==> src/rtl/arb_mux.sv <==
// Arbitrating N:1 multiplexer with a single-register output stage.
// Supports fixed-select and round-robin channel selection with valid/ready handshakes.
module arb_mux #(
  parameter int WIDTH = 4,
  parameter int NCH   = 4,
  parameter int SELW  = $clog2(NCH)
) (
  input  logic                 clk,
  input  logic                 rst,
  input  logic                 mode,
  input  logic [SELW-1:0]      sel,
  input  logic [NCH*WIDTH-1:0] in_data,
  input  logic [NCH-1:0]       in_valid,
  output logic [NCH-1:0]       in_ready,
  output logic [WIDTH-1:0]     out_data,
  output logic                 out_valid,
  input  logic                 out_ready,
  output logic [SELW-1:0]      out_ch
);

  logic [WIDTH-1:0]     out_data_q, out_data_d;
  logic                 out_valid_q, out_valid_d;
  logic [SELW-1:0]      out_ch_q, out_ch_d;
  logic [SELW-1:0]      ptr_q, ptr_d;

  logic                 load;
  logic                 cand_ok;
  logic [SELW-1:0]      cand_idx;
  logic [WIDTH-1:0]     cand_data;
  logic [2*NCH-1:0]     dbl_sh;
  logic [NCH-1:0]       rot;
  logic                 rr_found;
  int                   rr_off;
  int                   rr_idx;
  logic                 xfer_in;

  // Candidate selection: fixed select or round-robin search starting after ptr.
  always_comb begin
    load      = ~out_valid_q | out_ready;
    cand_ok   = 1'b0;
    cand_idx  = '0;
    cand_data = '0;
    dbl_sh    = '0;
    rot       = '0;
    rr_found  = 1'b0;
    rr_off    = 0;
    rr_idx    = 0;
    if (!mode) begin
      // Out-of-range sel matches no channel, so it never grants.
      for (int i = 0; i < NCH; i++) begin
        if (sel == SELW'(i) && in_valid[i]) begin
          cand_ok  = 1'b1;
          cand_idx = SELW'(i);
        end
      end
    end else begin
      // Rotating a doubled copy puts channel ptr+1 at bit 0, ptr itself last.
      dbl_sh = {in_valid, in_valid} >> (int'(ptr_q) + 1);
      rot    = dbl_sh[NCH-1:0];
      for (int k = 0; k < NCH; k++) begin
        if (!rr_found && rot[k]) begin
          rr_found = 1'b1;
          rr_off   = k;
        end
      end
      rr_idx = int'(ptr_q) + 1 + rr_off;
      if (rr_idx >= NCH) rr_idx = rr_idx - NCH;
      cand_ok  = rr_found;
      cand_idx = SELW'(rr_idx);
    end
    for (int i = 0; i < NCH; i++) begin
      if (cand_idx == SELW'(i)) cand_data = in_data[i*WIDTH +: WIDTH];
    end
  end

  always_comb begin
    in_ready = '0;
    if (!rst && load && cand_ok) in_ready = NCH'(1) << cand_idx;
    xfer_in = |in_ready;
  end

  always_comb begin
    out_data_d  = out_data_q;
    out_ch_d    = out_ch_q;
    out_valid_d = out_valid_q;
    ptr_d       = ptr_q;
    if (xfer_in) begin
      out_data_d  = cand_data;
      out_ch_d    = cand_idx;
      out_valid_d = 1'b1;
      if (mode) ptr_d = cand_idx;
    end else if (out_ready) begin
      out_valid_d = 1'b0;
    end
  end

  // Output register stage; ptr resets to the last channel so channel 0 wins first.
  always_ff @(posedge clk) begin
    if (rst) begin
      out_data_q  <= '0;
      out_ch_q    <= '0;
      out_valid_q <= 1'b0;
      ptr_q       <= SELW'(NCH - 1);
    end else begin
      out_data_q  <= out_data_d;
      out_ch_q    <= out_ch_d;
      out_valid_q <= out_valid_d;
      ptr_q       <= ptr_d;
    end
  end

  assign out_data  = out_data_q;
  assign out_valid = out_valid_q;
  assign out_ch    = out_ch_q;

endmodule

==> config.mk <==
export PLATFORM = sky130hd
export DESIGN_NAME = arb_mux
export DESIGN_NICKNAME = d
export VERILOG_FILES = /design/src/rtl/arb_mux.sv
export SDC_FILE = /design/constraint.sdc
export NUM_CORES = 1
export LEC_CHECK = 0
export CELL_PAD_IN_SITES_DETAIL_PLACEMENT = 1
export CELL_PAD_IN_SITES_GLOBAL_PLACEMENT = 1
export CORE_MARGIN = 2
export CORE_UTILIZATION = 23
export CTS_CLUSTER_SIZE = 20
export DETAILED_ROUTE_END_ITERATION = 12
export PLACE_DENSITY = 0.69
export SETUP_SLACK_MARGIN = 0.05
export SLEW_MARGIN = 10
export SYNTH_ARGS = -nofsm -noshare
export SYNTH_HDL_FRONTEND = slang
export SYNTH_SLANG_ARGS = --single-unit
==> constraint.sdc <==
create_clock -name clk -period 4.2 [get_ports clk]
set_input_delay 0.63 -clock clk [delete_from_list [all_inputs] [get_ports clk]]
set_output_delay 0.63 -clock clk [all_outputs]
set_load 0.05 [all_outputs]
Word level (Yosys, flattened, before mapping)
Cells that the tools add are included.
Word-level totals
  output and inout bits: 11
  input port bits: 26
  bits in registers: 9
  logic and storage cells: 64
Operators by class
  equality and inequality tests: 6
  reductions and logical operators: 18
  order comparisons: 1
  muxes and demuxes: 28
  shift operators: 2
  bitwise gates (word level): 2
  add/sub/neg operators: 3
Operator list (count)
  32-bit two-way mux: 3
  4-bit by 32-bit adder with 32-bit output: 1
  32-bit by 4-bit >= comparator with 1-bit output, second input constant: 1
  8-bit by 32-bit right shift with 4-bit output: 1
  4-bit two-way mux: 5
  1-bit two-way mux: 16
  1-bit logical AND: 9
  2-bit equality test, second input constant: 4
  2-bit two-way mux: 4
  2-bit by 1-bit equality test with 1-bit output, second input constant: 2
  1-bit zero test: 4
  2-bit zero test: 2
  4-bit OR reduction: 1
  1-bit by 2-bit << shifter with 4-bit output, first input constant: 1
  2-bit by 1-bit adder with 3-bit output, second input constant: 1
  2-bit AND reduction: 1
  2-bit nonzero test: 1
  2-bit by 1-bit subtractor with 2-bit output, second input constant: 1
  1-bit inverter: 1
  1-bit bitwise OR: 1

Depth between registers and ports, before layout
  depth after elaboration: 25
  mapped depth: 13
  depth with buffers taken out: 11

Least setup slack after synthesis
No wires, ideal clock.
  path type: input -> output
  start point: input in_valid[3]
  end point: output in_ready[1]
  stages: 13
  arrival time: 3.333 ns
  setup slack: 0.237 ns
  buffers on the path: 2
  required time: 3.570 ns
  cell sequence: buf_2 > nand2b_1 > o221ai_1 > o21ai_0 > nand2_1 > ha_1 > xor2_1 > xnor2_1 > or2_0 > or3_1 > buf_6 > nand3_1 > nor3b_1
Between the ends
  longest elaborated chain between the ends: 21
  elaborated cells between the ends (all ways): 30
  classes of those cells: 2 x add/sub; 1 x order compare; 2 x shift; 17 x mux; 8 x reduce/logical
Ends and longest elaborated chain
  from (decl): RTL line 13  | input logic [NCH-1:0] in_valid,
  8-bit by 32-bit right shift with 4-bit output: RTL line 58  | dbl_sh = {in_valid, in_valid} >> (int'(ptr_q) + 1);
  1-bit two-way mux: RTL line 61  | if (!rr_found && rot[k]) begin
  1-bit two-way mux: RTL line 48  | if (!mode) begin
  1-bit zero test: RTL line 61
  1-bit logical AND: RTL line 61
  1-bit two-way mux: RTL line 61
  1-bit two-way mux: RTL line 48
  1-bit zero test: RTL line 61
  [5 not listed]
  32-bit two-way mux: RTL line 61
  32-bit two-way mux: RTL line 48
  4-bit by 32-bit adder with 32-bit output: RTL line 66  | rr_idx = int'(ptr_q) + 1 + rr_off;
  32-bit by 4-bit >= comparator with 1-bit output / 2-bit by 1-bit subtractor with 2-bit output (equally long branches): RTL line 67  | if (rr_idx >= NCH) rr_idx = rr_idx - NCH;
  2-bit two-way mux: RTL line 67
  2-bit two-way mux: RTL line 48
  1-bit by 2-bit << shifter with 4-bit output: RTL line 78  | if (!rst && load && cand_ok) in_ready = NCH'(1) << cand_idx;
  4-bit two-way mux (*): RTL line 78
  to (decl): RTL line 14  | output logic [NCH-1:0] in_ready,
Every way passes the cells marked *; elsewhere a longest branch is shown, timed or not. The select of a mux whose other input is x is not followed.

Final worst setup path
  start point: input in_valid[1]
  end point: output in_ready[3]
Same word-level chain as after synthesis.

==> insert_results.sql <==
INSERT INTO impl_metrics (metric_group, metric, value, unit) VALUES
('die', 'die_width', '65.05', 'um'),
('global_routing', 'antenna_found_initial', '0', ''),
('global_routing', 'grt_util_all_layers', '0.1336', ''),
('die', 'die_area', '4231', 'um^2'),
('logic_synthesis', 'synth_edf_count', '0', ''),
('pwr', 'proportion_of_total_power_due_to_net_switching', '0.3892', ''),
('worst_setup_path', 'path_cells', 'clkdlybuf4s50_1 > nand2b_1 > o22ai_1 > o21ai_0 > nand2_1 > ha_1 > xor2_1 > xnor2_1 > or2_0 > or3_1 > and3_4 > nor3b_4 > buf_12', ''),
('pwr', 'max-vdd-ir-drop', '85.65', 'uV'),
('clocking', 'htreeDepth', '1', ''),
('logic_synthesis', 'synth_top_flop_cell', 'sky130_fd_sc_hd__dfxtp_1', ''),
('placement', 'numPortBuffers', '36', ''),
('route', 'drt-pass1-iter-count', '4', ''),
('clocking', 'source_to_sink_clock_delay_at_the_later_pin_of_the_worst_skew_pair', '0.23', 'ns'),
('sta', 'max_freq', '253.1', 'MHz'),
('die', 'initial_standard_cell_utilization_of_the_core', '0.2359', ''),
('worst_setup_path', 'cp.buffers_inverters', '2', ''),
('sta', 'totalNegativeSetupSlack', '0', 'ns'),
('global_routing', 'grt_first_pass_wirelength', '4395', 'um'),
('finish', 'final_common_cell', 'sky130_fd_sc_hd__clkdlybuf4s50_1', ''),
('global_routing', 'grt_pass1_vias', '932', ''),
('die', 'io_pins', '37', ''),
('clocking', 'postCtsSetupRepairBufs', '0', ''),
('clocking', 'numCtsBuffers', '3', ''),
('placement', 'placement.cell_area', '1282', 'um^2'),
('run_status', 'result_of_the_run', 'completed', ''),
('logic_synthesis', 'post_synth_main_area_contributors', 'sky130_fd_sc_hd__dfxtp_1, sky130_fd_sc_hd__mux2i_1, sky130_fd_sc_hd__mux2_2', ''),
('route', 'vias', '938', ''),
('pwr', 'power.net_switching', '0.0001632', 'W'),
('flow_run', 'max_cap_violations', '0', ''),
('pwr', 'power_frac_seq', '0.258', ''),
('clocking', 'cts_root_buf', 'sky130_fd_sc_hd__clkbuf_8', ''),
('sta', 'tightestPinTransition', '0.5145', 'ns'),
('route', 'wl_per_cell', '13.99', 'um'),
('logic_synthesis', 'ys_seq_elements', '9', ''),
('placement', 'place_hpwl', '2191', 'um'),
('logic_synthesis', 'synthCells', '108', ''),
('sta', 'final.min_clock_period', '3.951', 'ns'),
('finish', 'antenna_cells_inserted', '0', ''),
('die', 'placementRows', '22', ''),
('clocking', 'clkTransAtPathRegs', '0.04', 'ns'),
('worst_setup_path', 'cp_capture_type', 'primary output', ''),
('finish', 'design.final.nets', '171', ''),
('worst_setup_path', 'crit_family', 'simple AND/OR/NAND/NOR gates', ''),
('placement', 'globalplace.congestion', '0.7598', ''),
('logic_synthesis', 'synth_async_sr_flop_share', '0', ''),
('logic_synthesis', 'ys_warn_count', '0', ''),
('clocking', 'cts_buffer_depth', '2', ''),
('logic_synthesis', 'synth_sequential_area_ratio', '0.2102', ''),
('worst_setup_path', 'path_max_fanout', '4', ''),
('die', 'die_height', '65.05', 'um'),
('sta', 'timing.final.setup_violations', '0', ''),
('logic_synthesis', 'synth_fp_nets', '135', ''),
('logic_synthesis', 'syn_area_per_cell', '7.936', 'um^2'),
('logic_synthesis', 'syn-cell-area', '857.1', 'um^2'),
('pwr', 'power_leakage', '0.5571', 'nW'),
('route', 'totalWireLength', '2672', 'um'),
('pwr', 'clock_power_share', '0.241', ''),
('finish', 'layout_common_cells', 'sky130_fd_sc_hd__clkdlybuf4s50_1, sky130_fd_sc_hd__nand2_1, sky130_fd_sc_hd__dfxtp_1', ''),
('worst_setup_path', 'timing.critical_path.from_type', 'input pin', ''),
('logic_synthesis', 'synth_largest_type_area_fraction', '0.2102', ''),
('sta', 'layout_setup_ws', '0.2487', 'ns'),
('worst_setup_path', 'critPathMaxStageDelay', '0.53', 'ns'),
('pwr', 'cell_internal_pwr', '0.0002561', 'W'),
('pwr', 'fin_total_pwr', '0.0004194', 'W'),
('placement', 'preCtsSetupSlack', '0.08383', 'ns'),
('min_path', 'path_category_of_the_worst_min_delay_check', 'flop to flop', ''),
('logic_synthesis', 'synthDistinctLibCells', '42', ''),
('route', 'via_per_inst', '4.911', ''),
('pwr', 'combPwrFrac', '0.501', ''),
('worst_setup_path', 'setup.worst_path.class', 'input pin to primary output', ''),
('clocking', 'clock_sink_count', '9', '');
cell usage after synthesis, drive strengths merged (3+ instances only):
cell type,n
a31oi,4
buf,7
dfxtp,9
inv,3
mux2,5
mux2i,6
nand2,13
nand2b,4
nand3,7
nor2,8
nor3,7
o211ai,3
o31ai,5
stage by stage:
stage	hold WS, ns	cells
after global placement	0.4738	187
final	0.4782	191
after global routing	0.5184	191
after CTS	0.4778	191
after floorplan	0.6206	108
after detailed placement	0.4718	187
state kept, by name, indices dropped and copies added, names as in the netlist:
| register | cells |
|---|---|
| out_ch | 2 |
| out_data | 4 |
| out_valid | 1 |
| ptr_q | 2 |
logic make-up after synthesis:
family	Yosys count	share of synthesized area
mux	11	0.1358
xor+xnor	2	0.02044
buf+inv	11	0.06569
compound gates	25	0.2628
flops	9	0.2102
simple gates	49	0.2905
fa+ha+maj	1	0.01460
final cells by class:
type,instances,area [um^2]
repair buffers,39,417.9
well taps,48,60.06
flip-flops and latches,9,180.2
multi-input cells,88,634.4
fillers,448,2285
inverters,3,11.26
clock buffers,4,45.04
worst min-delay path, delay by kind of cell (launching register included):
| family | cells | cell delay [ns] |
|---|---|---|
| flops | 1 | 0.31 |
| simple gates | 1 | 0.06 |
| compound gates | 1 | 0.06 |
power by group through the flow:
stage	Combinational, W	Sequential, W	Clock, W
floorplan	0.000103	0.000140	0
global placement	0.000204	0.000109	0
detailed placement	0.000209	0.000110	0
CTS	0.000209	0.000109	0.000103
global route	0.000227	0.000110	0.000111
finish	0.000210	0.000108	0.000101
layer usage:
metal  global-route usage  routed length (um)
met5                    0                   0
met4              0.07031                  57
met3              0.01215                  68
met2               0.2371                1393
met1               0.1584                1152
path summary, 6_finish.rpt:
path,start,slack (ns),depth (start not counted),endpoint
setup / recovery,in_valid[1],0.25,13,in_ready[3]
hold / removal,out_data[1],0.48,2,out_data[1]
setup reg to reg,ptr_q[0],1.56,12,out_data[3]
hold reg to reg,out_data[1],0.48,2,out_data[1]
what timing repair did:
action	CTS	global route
hold buffers	0	0
setup endpoints to repair	0	4
gates resized for setup	0	6
Power figures use the tool's default switching activity.
==> variant 1: new RTL, same settings <==
Set the parameter `NCH` to 8 (it was 4).
--- a/src/rtl/arb_mux.sv
+++ b/src/rtl/arb_mux.sv
@@ -2,7 +2,7 @@
 // Supports fixed-select and round-robin channel selection with valid/ready handshakes.
 module arb_mux #(
   parameter int WIDTH = 4,
-  parameter int NCH   = 4,
+  parameter int NCH   = 8,
   parameter int SELW  = $clog2(NCH)
 ) (
   input  logic                 clk,
Interface: changed (5 resized); port bits go from 37 to 63. The function was not compared with the original's and may differ.
==> variant 1 against the original RTL <==
- the flow now finishes with violations (setup timing)
- sequential cell count up 2
- final area up 110%
- non-clock buffer count up 68
- routed wire length up 130%
- worst setup slack worse by 0.50 ns
- total power up 86%
- die area up 74%
- area after synthesis up 80%
- combinational power rose to 2.6 times the old value
- highest routed layer unchanged
==> variant 1: results (changes against the original RTL) <==
* Syn Nets at 239 (+77%)
* Met2 wire length at 3.34 mm (+140%)
* Distinct cells, synth at 51 (+21%)
* Post-DP HPWL at 4.82 mm (+120%)
* Met1 Routed Length at 2.50 mm (+120%)
* Routed WL at 6.11 mm (+130%)
* Peak VDD IR at 0.132 mV (+54%)
* Final Net Count at 339 (+98%)
* Internal reg-to-reg setup slack at 0.32 ns (-1.24 ns)
* Fillers at 738 (+65%)
* Synth Area in Compound Gates at 22.1% (-4.2 points)
* Total GRT Usage at 16.8% (+3.4 points)
* RePlAce Congestion at 0.792 (+4.2%)
* Crit Path Max Fanout at 6 (+2)
* Violated checks: setup timing
* Synth area leaders: mux2i_1 16%, dfxtp_1 14%, mux4_1 8.5%, nand2_1 6.1%, mux2_2 3.7%
* Fraction of synthesized cell area in xor and xnor cells at 1.14% (-0.91 points)
* CP arrival at 3.82 ns (+0.50 ns)
* Adder-Cell Fraction of Synth Area at 2.92% (+1.5 points)
* Met3 WL post-DR at 205 um (+200%)
* Leak at 1.15 nW (+110%)
* Setup total negative slack at -1.59 ns (-1.59 ns)
* First-pass GRT wire length at 10.0 mm (+130%)
* Vias in the first global route at 2,050 (+120%)
* Status: finished with violations
* # setup viols final at 8 (+8)
* Commonest cells post-synth: 25 x nand2_1, 24 x mux2i_1, 14 x nor2_1, 11 x dfxtp_1, 8 x a21oi_1
* R2R depth at 17 (+5)
* Final setup margin at -0.252 ns (-0.500 ns)
* DR vias at 1,873 (+100%)
-- variant 1: power breakdown --
part / total (mW) / switching, mW / internal, mW / leakage, nW
Clock: 0.106 / 0.0397 / 0.0666 / 0.0228
Sequential: 0.126 / 0.00884 / 0.117 / 0.0907
Combinational: 0.547 / 0.281 / 0.267 / 1.03
-- variant 1: cell type report --
cell class / instances / share of cell area, %
clock buffers: 4 / 1.59
inverters: 7 / 0.930
multi-input cells: 159 / 49.9
flip-flops and latches: 11 / 7.93
well taps: 77 / 3.41
repair buffers: 107 / 36.3
-- variant 1: cell families (layout without fill, tap and decap cells) --
kind of cell	Yosys count	in the layout
fa+ha+maj	3	3
xor+xnor	2	2
buf+inv	19	118
mux	37	37
flops	11	11
compound gates	48	48
simple gates	69	69
-- variant 1: metrics by stage --
stage | cell area (sq um) | cells | worst slack [ns] | hold slack, ns | power (mW)
final | 2830 | 365 | -0.252 | 0.466 | 0.780
after global routing | 2830 | 365 | -0.427 | 0.494 | 0.834
after CTS | 2770 | 363 | -0.348 | 0.470 | 0.770
after detailed placement | 2660 | 354 | -0.769 | 0.461 | 0.634
after global placement | 2660 | 354 | -0.696 | 0.454 | 0.626
after floorplan | 1670 | 189 | -0.0996 | 0.671 | 0.425
-- variant 1: final timing paths --
path,start,end
min,out_ch[2]$_SDFFE_PP0P_,out_ch[2]$_SDFFE_PP0P_
min reg2reg,out_ch[2]$_SDFFE_PP0P_,out_ch[2]$_SDFFE_PP0P_
max,ptr_q[1]$_SDFFE_PP1P_,in_ready[0]
max reg2reg,ptr_q[1]$_SDFFE_PP1P_,out_data[2]$_SDFFE_PP0P_
-- variant 1: metal layers --
layer | vias to the layer above | global-route usage [%]
li1 | 914 | -
met1 | 908 | 19.1
met2 | 45 | 33.2
met3 | 6 | 2.21
met4 | 0 | 3.32
met5 | - | 0
-- variant 1: worst max-delay path, stage by stage, from the launching register on --
cell and delay [ns]:
dfxtp_4 0.37, buf_12 0.10, buf_16 0.11, mux4_2 0.54
mux2i_2 0.23, o21ai_1 0.10, a32o_1 0.26, ha_1 0.17
inv_1 0.07, fa_2 0.21, xor2_2 0.17, xnor2_2 0.14
nand2_1 0.07, or4_4 0.45, nand3_4 0.13, nand2_8 0.09
nor3_4 0.20, buf_12 0.16
-- variant 1: repair_timing --
action | 4_1_cts | 5_1_grt
cloned | 1 | 0
setup endpoints to repair | 13 | 8
gates resized for setup | 51 | 8
pin swaps | 6 | 7
setup buffers | 4 | 2
==> variant 2: new RTL, same flow settings <==
Made on the original files. Take the reset off `out_data_q` and load it in a clocked block of its own.
--- a/src/rtl/arb_mux.sv
+++ b/src/rtl/arb_mux.sv
@@ -97,16 +97,18 @@
   // Output register stage; ptr resets to the last channel so channel 0 wins first.
   always_ff @(posedge clk) begin
     if (rst) begin
-      out_data_q  <= '0;
       out_ch_q    <= '0;
       out_valid_q <= 1'b0;
       ptr_q       <= SELW'(NCH - 1);
     end else begin
-      out_data_q  <= out_data_d;
       out_ch_q    <= out_ch_d;
       out_valid_q <= out_valid_d;
       ptr_q       <= ptr_d;
     end
+  end
+
+  always_ff @(posedge clk) begin
+    out_data_q <= out_data_d;
   end
 
   assign out_data  = out_data_q;
Check against the original RTL: differs if rst is asserted again (counterexample within 4 cycles, from zero or initial values and one cycle with rst high); with rst held inactive, the same outputs for 10 cycles.
==> variant 2 against the original RTL <==
- highest routed layer unchanged
- critical path type unchanged
- sequential cell count stayed put
- final area is 6.9% lower
- non-clock buffer count is 1 higher
- register-to-register slack better by 0.12 ns
- largest power group unchanged
- fmax is 0.61% higher
- total power is 15% lower
- area after synthesis is 11% lower
- worst setup slack better by 0.024 ns
- routed wire length is 19% lower
- hold slack better by 0.029 ns
- global-route usage is 0.54 points lower
==> variant 2: results (changes against the original RTL) <==
* Met3 WL post-DR at 281 um (+310%)
* Clock Tree Root: clkbuf_4
* R2R depth at 9 (-3)
* Met2 wire length at 865 um (-38%)
* TritonCTS buffer count at 3 (unchanged)
* Setup Skew at 0.00440 ns (+0.00219 ns)
* Worst hold slack at 0.507 ns (+0.0289 ns)
* Main synth FF type: dfxtp_1
* Post-synth EDFFs at 4 (+4)
* Final Net Count at 158 (-7.6%)
* RePlAce Congestion at 0.869 (+14%)
* Crit Path Max Fanout at 11 (+7)
* Distinct cells, synth at 31 (-26%)
* Total GRT Usage at 12.8% (-0.54 points)
* Status: complete, no violations
* DR vias at 803 (-14%)
* Met1 Routed Length at 1.02 mm (-12%)
* Setup WS pre-CTS at 0.217 ns (+0.133 ns)
* Adder-Cell Fraction of Synth Area at 1.64% (+0.18 points)
* Worst slew pin tran at 0.529 ns (+0.0143 ns)
* Placed cell count at 168 (-10%)
* Wire per inst at 12.5 um (-11%)
* Mean number of vias per cell at 4.61 (-6.0%)
* Synth Area in Compound Gates at 17.2% (-9.1 points)
* Setup crit start: in_valid[3]
* Share of cells above drive strength 1 at 11.5% (-5.2 points)
* Cells after synthesis at 91 (-16%)
* Fin crit share at 93.5% (-0.57 points)
* GR met2 Demand/Resource at 18.0% (-5.7 points)
* Peak VDD IR at 0.112 mV (+30%)
* Leak at 0.482 nW (-13%)
* Commonest cells post-synth: 13 x mux2i_1, 11 x nand2_1, 9 x nor2_1, 5 x dfxtp_1, 5 x o21ai_0
* Fraction of synthesized cell area in xor and xnor cells at 4.59% (+2.5 points)
* Clk pin slew, worst setup/hold paths at 0.06 ns (+0.02 ns)
* DP Area at 1210 sq um (-5.7%)
* Internal reg-to-reg setup slack at 1.68 ns (+0.12 ns)
* Register area share after synthesis at 28.9% (+7.8 points)
* Net Sw Frac at 36.5% (-2.4 points)
* Last element of the critical path: in_ready[1]
* Synth area leaders: mux2i_1 17%, edfxtp_1 16%, dfxtp_1 13%, nand2_1 5.4%, nor2_1 4.4%
* Total grt overflow at 0 (unchanged)
* Worst-skew pair later-pin latency at 0.26 ns (+0.03 ns)
* CP peak stage delay at 0.59 ns (+0.06 ns)
* Syn Nets at 118 (-13%)
* Hold Startpoint: out_ch[0]$_SDFFE_PP0P_
* M3 GR Usage at 5.88% (+4.7 points)
* Met1 global-route usage at 16.8% (+0.97 points)
[variant 2: changes by cell type after synthesis, sizes merged, moves of 3 or more]
cell	change
buf	-3
o31ai	-5
dfxtp	-4
a31oi	-4
nor3	-5
mux2	-3
o21ai	+3
edfxtp	+4
mux2i	+8
nand3	-7
[variant 2: power by group through the flow]
stage                     Clock (mW)  Combinational [mW]  Sequential (mW)
after floorplan                    0              0.0855            0.134
after global placement             0               0.172            0.112
after detailed placement           0               0.174            0.112
after CTS                     0.0689               0.175            0.110
after global routing          0.0740               0.194            0.112
final                         0.0662               0.180            0.110
[variant 2: final cells by class]
type	instances	area [sq um]
multi-input combinational	73	509
sequential	9	220
fill	380	1850
tap	44	55.1
inverter	4	15.0
timing repair buffer	40	430
clock buffer	4	26.3
[variant 2: worst min-delay path, stage by stage (launching register included)]
cell     delay [ns]
dfxtp_1        0.31
nor2b_1        0.10
nor3_1         0.05
